## src/rtl/bus_arbiter.sv

```systemverilog
// bus_arbiter: central arbiter and sequencer for the shared 8-bit bus.
// Picks one of four agents (agent 3 has absolute priority, agents 0..2 rotate),
// issues a one-cycle header byte, idles the bus for TURN cycles, then grants
// the bus to the owner until its last byte or a request withdrawal.
// Optional feature: define ARB_TIMEOUT_EN to abort an owner that stays silent
// for TIMEOUT consecutive XFER cycles. Without it, abort is tied low and XFER
// waits indefinitely.
module bus_arbiter #(
  parameter int TURN    = 3,
  parameter int TIMEOUT = 16
) (
  input  logic       clk,
  input  logic       rst_n,
  input  logic [3:0] req,
  input  logic [7:0] req_dest,
  input  logic [3:0] last,
  input  logic       xfer_valid,
  output logic [3:0] gnt,
  output logic       hdr_valid,
  output logic [7:0] hdr_data,
  output logic       busy,
  output logic [1:0] cur_src,
  output logic [1:0] cur_dest,
  output logic       abort
);

  typedef enum logic [1:0] {
    IDLE = 2'd0,
    HDR  = 2'd1,
    WAIT = 2'd2,
    XFER = 2'd3
  } arbState_t;

  generate
    if (TURN < 1 || TURN > 7) begin : gTurnRange
      $error("bus_arbiter: TURN must be in 1..7");
    end
    if (TIMEOUT < 2 || TIMEOUT > 255) begin : gTimeoutRange
      $error("bus_arbiter: TIMEOUT must be in 2..255");
    end
  endgenerate

  arbState_t  r_state;
  arbState_t  w_nextState;
  logic [1:0] r_rrPtr;
  logic [2:0] r_turnCnt;
  logic [1:0] r_curSrc;
  logic [1:0] r_curDest;

  logic [1:0] w_winner;
  logic [1:0] w_winnerDest;
  logic       w_ownerReq;
  logic       w_ownerDone;
  logic       w_timeout;
  logic       w_leave;

  // Arbitration: agent 3 always wins, otherwise rotate over 0..2 from r_rrPtr
  always_comb begin
    w_winner = 2'd0;
    if (req[3]) begin
      w_winner = 2'd3;
    end else begin
      case (r_rrPtr)
        2'd1:    w_winner = req[1] ? 2'd1 : (req[2] ? 2'd2 : 2'd0);
        2'd2:    w_winner = req[2] ? 2'd2 : (req[0] ? 2'd0 : 2'd1);
        default: w_winner = req[0] ? 2'd0 : (req[1] ? 2'd1 : 2'd2);
      endcase
    end
  end

  // Destination field belonging to the current winner
  always_comb begin
    w_winnerDest = 2'd0;
    case (w_winner)
      2'd0:    w_winnerDest = req_dest[1:0];
      2'd1:    w_winnerDest = req_dest[3:2];
      2'd2:    w_winnerDest = req_dest[5:4];
      default: w_winnerDest = req_dest[7:6];
    endcase
  end

  // Owner-side completion: final byte on the bus, or the owner dropped its request
  always_comb begin
    w_ownerReq  = req[r_curSrc];
    w_ownerDone = (xfer_valid && last[r_curSrc]) || !w_ownerReq;
  end

`ifdef ARB_TIMEOUT_EN
  logic [7:0] r_silentCnt;

  // Silence counter: zero outside XFER and on every byte, counts silent XFER cycles
  always_ff @(posedge clk or negedge rst_n) begin
    if (!rst_n) begin
      r_silentCnt <= 8'd0;
    end else if (r_state != XFER || xfer_valid) begin
      r_silentCnt <= 8'd0;
    end else begin
      r_silentCnt <= r_silentCnt + 8'd1;
    end
  end

  assign w_timeout = (r_state == XFER) && !xfer_valid && w_ownerReq &&
                     (r_silentCnt == 8'(TIMEOUT - 1));
`else
  assign w_timeout = 1'b0;
`endif

  assign abort = w_timeout;

  // Any exit back to IDLE after the header counts as a finished transaction
  assign w_leave = ((r_state == WAIT) && !w_ownerReq) ||
                   ((r_state == XFER) && (w_ownerDone || w_timeout));

  // State register
  always_ff @(posedge clk or negedge rst_n) begin
    if (!rst_n) begin
      r_state <= IDLE;
    end else begin
      r_state <= w_nextState;
    end
  end

  // Next-state logic for the IDLE -> HDR -> WAIT -> XFER sequence
  always_comb begin
    w_nextState = r_state;
    case (r_state)
      IDLE: if (|req) w_nextState = HDR;
      HDR:  w_nextState = WAIT;
      WAIT: begin
        if (!w_ownerReq) begin
          w_nextState = IDLE;
        end else if (r_turnCnt == 3'(TURN - 1)) begin
          w_nextState = XFER;
        end
      end
      XFER: if (w_ownerDone || w_timeout) w_nextState = IDLE;
      default: w_nextState = IDLE;
    endcase
  end

  // Outputs decoded purely from state so reset clears them asynchronously
  always_comb begin
    gnt       = 4'b0000;
    hdr_valid = 1'b0;
    hdr_data  = 8'h00;
    busy      = (r_state != IDLE);
    if (r_state == HDR) begin
      hdr_valid = 1'b1;
      hdr_data  = {2'b00, r_curDest, r_curSrc, 2'b00};
    end
    if (r_state == XFER) begin
      gnt[r_curSrc] = 1'b1;
    end
  end

  // Latch the winner's source and destination at the IDLE decision edge
  always_ff @(posedge clk or negedge rst_n) begin
    if (!rst_n) begin
      r_curSrc  <= 2'd0;
      r_curDest <= 2'd0;
    end else if (r_state == IDLE && (|req)) begin
      r_curSrc  <= w_winner;
      r_curDest <= w_winnerDest;
    end
  end

  // Turnaround counter runs only in WAIT and rewinds on the final WAIT cycle
  always_ff @(posedge clk or negedge rst_n) begin
    if (!rst_n) begin
      r_turnCnt <= 3'd0;
    end else if (r_state == WAIT && r_turnCnt != 3'(TURN - 1)) begin
      r_turnCnt <= r_turnCnt + 3'd1;
    end else begin
      r_turnCnt <= 3'd0;
    end
  end

  // Round-robin pointer moves past the finished owner; agent 3 leaves it alone
  always_ff @(posedge clk or negedge rst_n) begin
    if (!rst_n) begin
      r_rrPtr <= 2'd0;
    end else if (w_leave && r_curSrc != 2'd3) begin
      r_rrPtr <= (r_curSrc == 2'd2) ? 2'd0 : r_curSrc + 2'd1;
    end
  end

  assign cur_src  = r_curSrc;
  assign cur_dest = r_curDest;

endmodule

```

## config.mk

```make
export PLATFORM = sky130hd
export DESIGN_NAME = bus_arbiter
export DESIGN_NICKNAME = d
export VERILOG_FILES = /design/src/rtl/bus_arbiter.sv
export SDC_FILE = /design/constraint.sdc
export NUM_CORES = 1
export LEC_CHECK = 0
export ABC_AREA = 0
export CAP_MARGIN = 20
export CORE_AREA = 5 5 49 51
export CTS_BUF_LIST = sky130_fd_sc_hd__clkbuf_2
export DETAILED_ROUTE_END_ITERATION = 8
export DIE_AREA = 0 0 54 56
export GPL_ROUTABILITY_DRIVEN = 0
export GPL_TIMING_DRIVEN = 0
export PLACE_DENSITY = 0.82
export REMOVE_ABC_BUFFERS = 1
export SYNTH_ARGS = -nofsm -noshare
export SYNTH_HDL_FRONTEND = slang
export SYNTH_SLANG_ARGS = --single-unit
```

## constraint.sdc

```tcl
create_clock -name clk -period 4.38 [get_ports clk]
set_input_delay 0.876 -clock clk [delete_from_list [all_inputs] [get_ports clk]]
set_output_delay 0.876 -clock clk [all_outputs]
set_load 0.02 [all_outputs]
```

==> tab_implementation.tex <==
\begin{tabular}{lr}
\hline
Metric & Value \\
\hline
\multicolumn{2}{l}{\textbf{Clock network}} \\
\quad TritonCTS clock tree & done \\
\quad Number of hold buffers added after cts & 0 \\
\quad Gates resized, CTS repair & 0 \\
\quad CTS root buffer & clkbuf\_2 \\
\quad Clock-pin slew of the registers on the worst-case setup and hold paths & $\sim$0.11 ns \\
\quad Worst-case clock buffer depth & 2 \\
\quad Number of buffers inserted during clock tree synthesis & 3 \\
\quad Post-CTS setup-driven buffer insertion count & 0 \\
\quad Clk sink count & 11 \\
\quad Insertion delay to the later sink of the worst-skew pair & 0.26 ns \\
\quad Maximum level of the CTS H-tree & 1 \\
\multicolumn{2}{l}{\textbf{Logic synthesis}} \\
\quad Unique cell type count in the Yosys netlist & 38 \\
\quad Largest family of logic cells by synthesized area & simple AND/OR/NAND/NOR gates \\
\quad Compound-cell area share of the yosys netlist & a little under a fifth \\
\quad Synthesized-area fraction occupied by xor and xnor cells & 1.08\% \\
\quad Number of enable flip-flop cells after synthesis & 0 \\
\quad Async set-or-reset flop fraction in the synthesized netlist & 100\% \\
\quad Register area share after synthesis & between 30\% and 40\% \\
\quad Synthesized netlist cell count & slightly below 90 \\
\quad Mux share of post-synthesis cell area & a little over 7\% \\
\quad Share of the synthesized area in the top cell type & 33.8\% \\
\quad Flip-flop and latch count after synthesis & 11 \\
\quad Post-Synth Adder-Cell Area & approximately 6\% \\
\quad Synthesized area & between 800 and 900 um2 \\
\quad Mean area per synthesized cell & $\sim$9 um2 \\
\quad Count of synthesis-stage warnings from yosys & 0 \\
\quad Main synth FF type & dfrtp\_1 \\
\quad Main area contributors after synthesis & dfrtp\_1 34\%, ha\_1 6.2\%, and2\_1 4.6\% \\
\quad Simple-gate share of the synthesized area & 23.2\% \\
\quad Biggest area consumer among synthesized cells & dfrtp\_1 \\
\multicolumn{2}{l}{\textbf{Placement}} \\
\quad Buffers on Ports & 32 \\
\quad Setup slack after placement & roughly 1.5 ns \\
\quad Detailed placement HPWL & 1590 um \\
\quad Cell area after placement & 1140 um2 \\
\quad Placed cell count & roughly 150 \\
\multicolumn{2}{l}{\textbf{Power and ir drop}} \\
\quad Cell internal power dissipation & about 390 uW \\
\quad Net switching power & 319 uW \\
\quad Clock network fraction of total power & 8.2\% \\
\quad Fraction of power consumed by combinational cells & between 60 and 70\% \\
\quad Leakage dissipation & just over 0.5 nW \\
\quad Total power consumption of the routed design & between 700 and 800 uW \\
\quad Power density normalized to cell area & slightly above 600 nW/um2 \\
\quad Power share of the sequential group & 30.0\% \\
\quad Peak VDD IR & 0.309 mV \\
\quad Sw Share & a little under half \\
\multicolumn{2}{l}{\textbf{STA}} \\
\quad Worst-case headroom to the max-slew limit & between 50\% and 60\% \\
\quad Slew at the pin closest to its max-slew limit & 0.731 ns \\
\quad Final Max Tran Viols & 0 \\
\quad Final count of negative-setup-slack endpoints & 0 \\
\quad Maximum achievable frequency & between 0.3 and 0.4 GHz \\
\quad Final Hold Slack & around 0.47 ns \\
\quad Minimum setup slack in the final design & 1.70 ns \\
\quad Share of the clock period used by the worst path & between 60\% and 70\% \\
\quad Final setup TNS & 0 ns \\
\quad Shortest clock period the worst path allows after layout & 2.68 ns \\
\quad Number of hold violations in the final report & 0 \\
\quad Unrepaired setup endpoints after global routing & false \\
\quad Clock tree skew after final layout & about 0.0073 ns \\
\multicolumn{2}{l}{\textbf{Worst setup path}} \\
\quad Chain of cells forming the critical path & nor2b\_1, and2\_1, clkdlybuf4s50\_1 \\
\quad CP Max Fanout & 7 \\
\quad CP max stage cell & clkdlybuf4s50\_1 \\
\quad Critical path endpoint category & output port \\
\quad Endpoint required time on the critical path & $\sim$3.5 ns \\
\quad Worst stage delay on the critical path & $\sim$0.61 ns \\
\quad CP Data Arrival Time & around 1.8 ns \\
\quad Category of the most critical setup path & flop to output port \\
\quad CP startpoint kind & flop \\
\quad Bufs and invs on worst path & 1 \\
\quad Crit-path leading delay family & buffers and inverters \\
\multicolumn{2}{l}{\textbf{Drt}} \\
\quad Met3 layer wire length in the routed design & 106 um \\
\quad Routed met2 length & 974 um \\
\quad Uppermost signal routing layer after detailed routing & met4 \\
\quad Routed Antenna Nets & 0 \\
\quad Residual DRC & 0 \\
\quad Total wirelength of the detailed-routed design & between 1500 and 2000 um \\
\quad Violation count after the first detailed-routing iteration & 14 \\
\quad M1 wire length & between 700 and 800 um \\
\quad Mean routed wirelength per cell & roughly 13 um \\
\quad Via count of the routed design & roughly 760 \\
\quad Pre-Repair DR Iteration Count & 4 \\
\quad Number of vias per cell after detailed routing & 5.08 \\
\multicolumn{2}{l}{\textbf{Finish}} \\
\quad Final cell count without fillers & between 100 and 150 \\
\quad Summed area of non-filler cells in the final layout & 1160 um2 \\
\quad Leading cell type in the layout, fill and taps excluded & clkdlybuf4s50\_1 \\
\quad Total number of nets in the final design & 146 \\
\quad Leading cell types in the layout, fill and taps excluded & 32 x clkdlybuf4s50\_1, 11 x dfrtp\_1, 9 x nor2\_1, 8 x inv\_1, 6 x and2\_1 \\
\quad Post-route core utilization & between 60\% and 70\% \\
\quad Ant diodes & 0 \\
\quad Relative area change from synthesis to final layout & 42.2\% \\
\quad Share of post-route cells with drive strength above 1 & under 10\% \\
\multicolumn{2}{l}{\textbf{Worst hold path}} \\
\quad Path type of the worst min-delay path & flop to flop \\
\multicolumn{2}{l}{\textbf{Status}} \\
\quad Outcome & complete, no violations \\
\multicolumn{2}{l}{\textbf{Die}} \\
\quad Starting utilization of the core area & 42.8\% \\
\quad Die outline height & about 56 um \\
\quad Cell Rows & 16 \\
\quad Core Region & about 1900 um2 \\
\quad Die ar. & just over 3000 um2 \\
\quad Die Span X & roughly 54 um \\
\quad Ports placed on the boundary & 38 \\
\multicolumn{2}{l}{\textbf{Flow run}} \\
\quad Total of max-cap violations & 0 \\
\multicolumn{2}{l}{\textbf{GRT}} \\
\quad Gr ovfl total & 0 \\
\quad Largest net degree at the start of global routing & 12 \\
\quad Initial antenna violation count & 0 \\
\quad Wire length of the first global-routing pass & between 3000 and 4000 um \\
\quad Number of global-route vias before repair & 799 \\
\quad GRT Total Usage & 14.7\% \\
\hline
\end{tabular}
## layer usage
| layer | global-route usage, % | up-vias |
|---|---|---|
| li1 | - | 374 |
| met1 | 16.8 | 346 |
| met2 | 25.3 | 32 |
| met3 | 2.14 | 5 |
| met4 | 7.47 | 0 |
| met5 | 0 | - |
## cell families after synthesis
| group | count (synthesis) |
|---|---|
| AOI/OAI and AO/OA | 19 |
| xor gates and xnor gates | 1 |
| adders and majority gates | 4 |
| buffers and inverters | 15 |
| DFF | 11 |
| muxes | 3 |
| other | 1 |
| and+or+nand+nor | 35 |
## sequential cells by signal, indices dropped and copies added (netlist names)
signal     count
r_turnCnt      3
cur_dest       2
cur_src        2
r_rrPtr        2
r_state        2
## cell usage after synthesis (all sizes together) (2+ instances only)
cell   number
nor4b       2
a21oi       2
dfrtp      11
o21ai       4
inv         8
nor3        4
a21o        2
buf         6
nor2b       4
nand2       5
nor2        9
ha          4
and2        6
mux4        2
## cell type report
class / count / area (um2)
tap: 27 / 33.8
sequential: 11 / 275
multi-input combinational: 67 / 477
fill: 160 / 746
clock buffer: 4 / 20.0
timing repair buffer: 32 / 320
inverter: 8 / 30.0
## path summary, 6_finish.rpt
kind | startpoint | end | slack (ns) | depth (start not counted)
hold / removal | r_turnCnt[0] | r_turnCnt[0] | 0.47 | 1
hold reg to reg | r_turnCnt[0] | r_turnCnt[0] | 0.47 | 1
setup / recovery | r_state[1] | hdr_data[5] | 1.70 | 3
setup reg to reg | r_rrPtr[0] | cur_dest[1] | 2.31 | 6
max in group asynchronous | rst_n | cur_src[0] | 3.13 | 1
min in group asynchronous | rst_n | r_rrPtr[1] | 0.93 | 1
## power by group through the flow
stage | combinational, mW | clock [mW] | sequential, mW
after floorplan | 0.260 | 0 | 0.220
after global placement | 0.423 | 0 | 0.211
after detailed placement | 0.439 | 0 | 0.214
after CTS | 0.440 | 0.0593 | 0.212
after global routing | 0.482 | 0.0645 | 0.223
final | 0.436 | 0.0576 | 0.212
No activity file was read; power rests on OpenSTA's default activity.
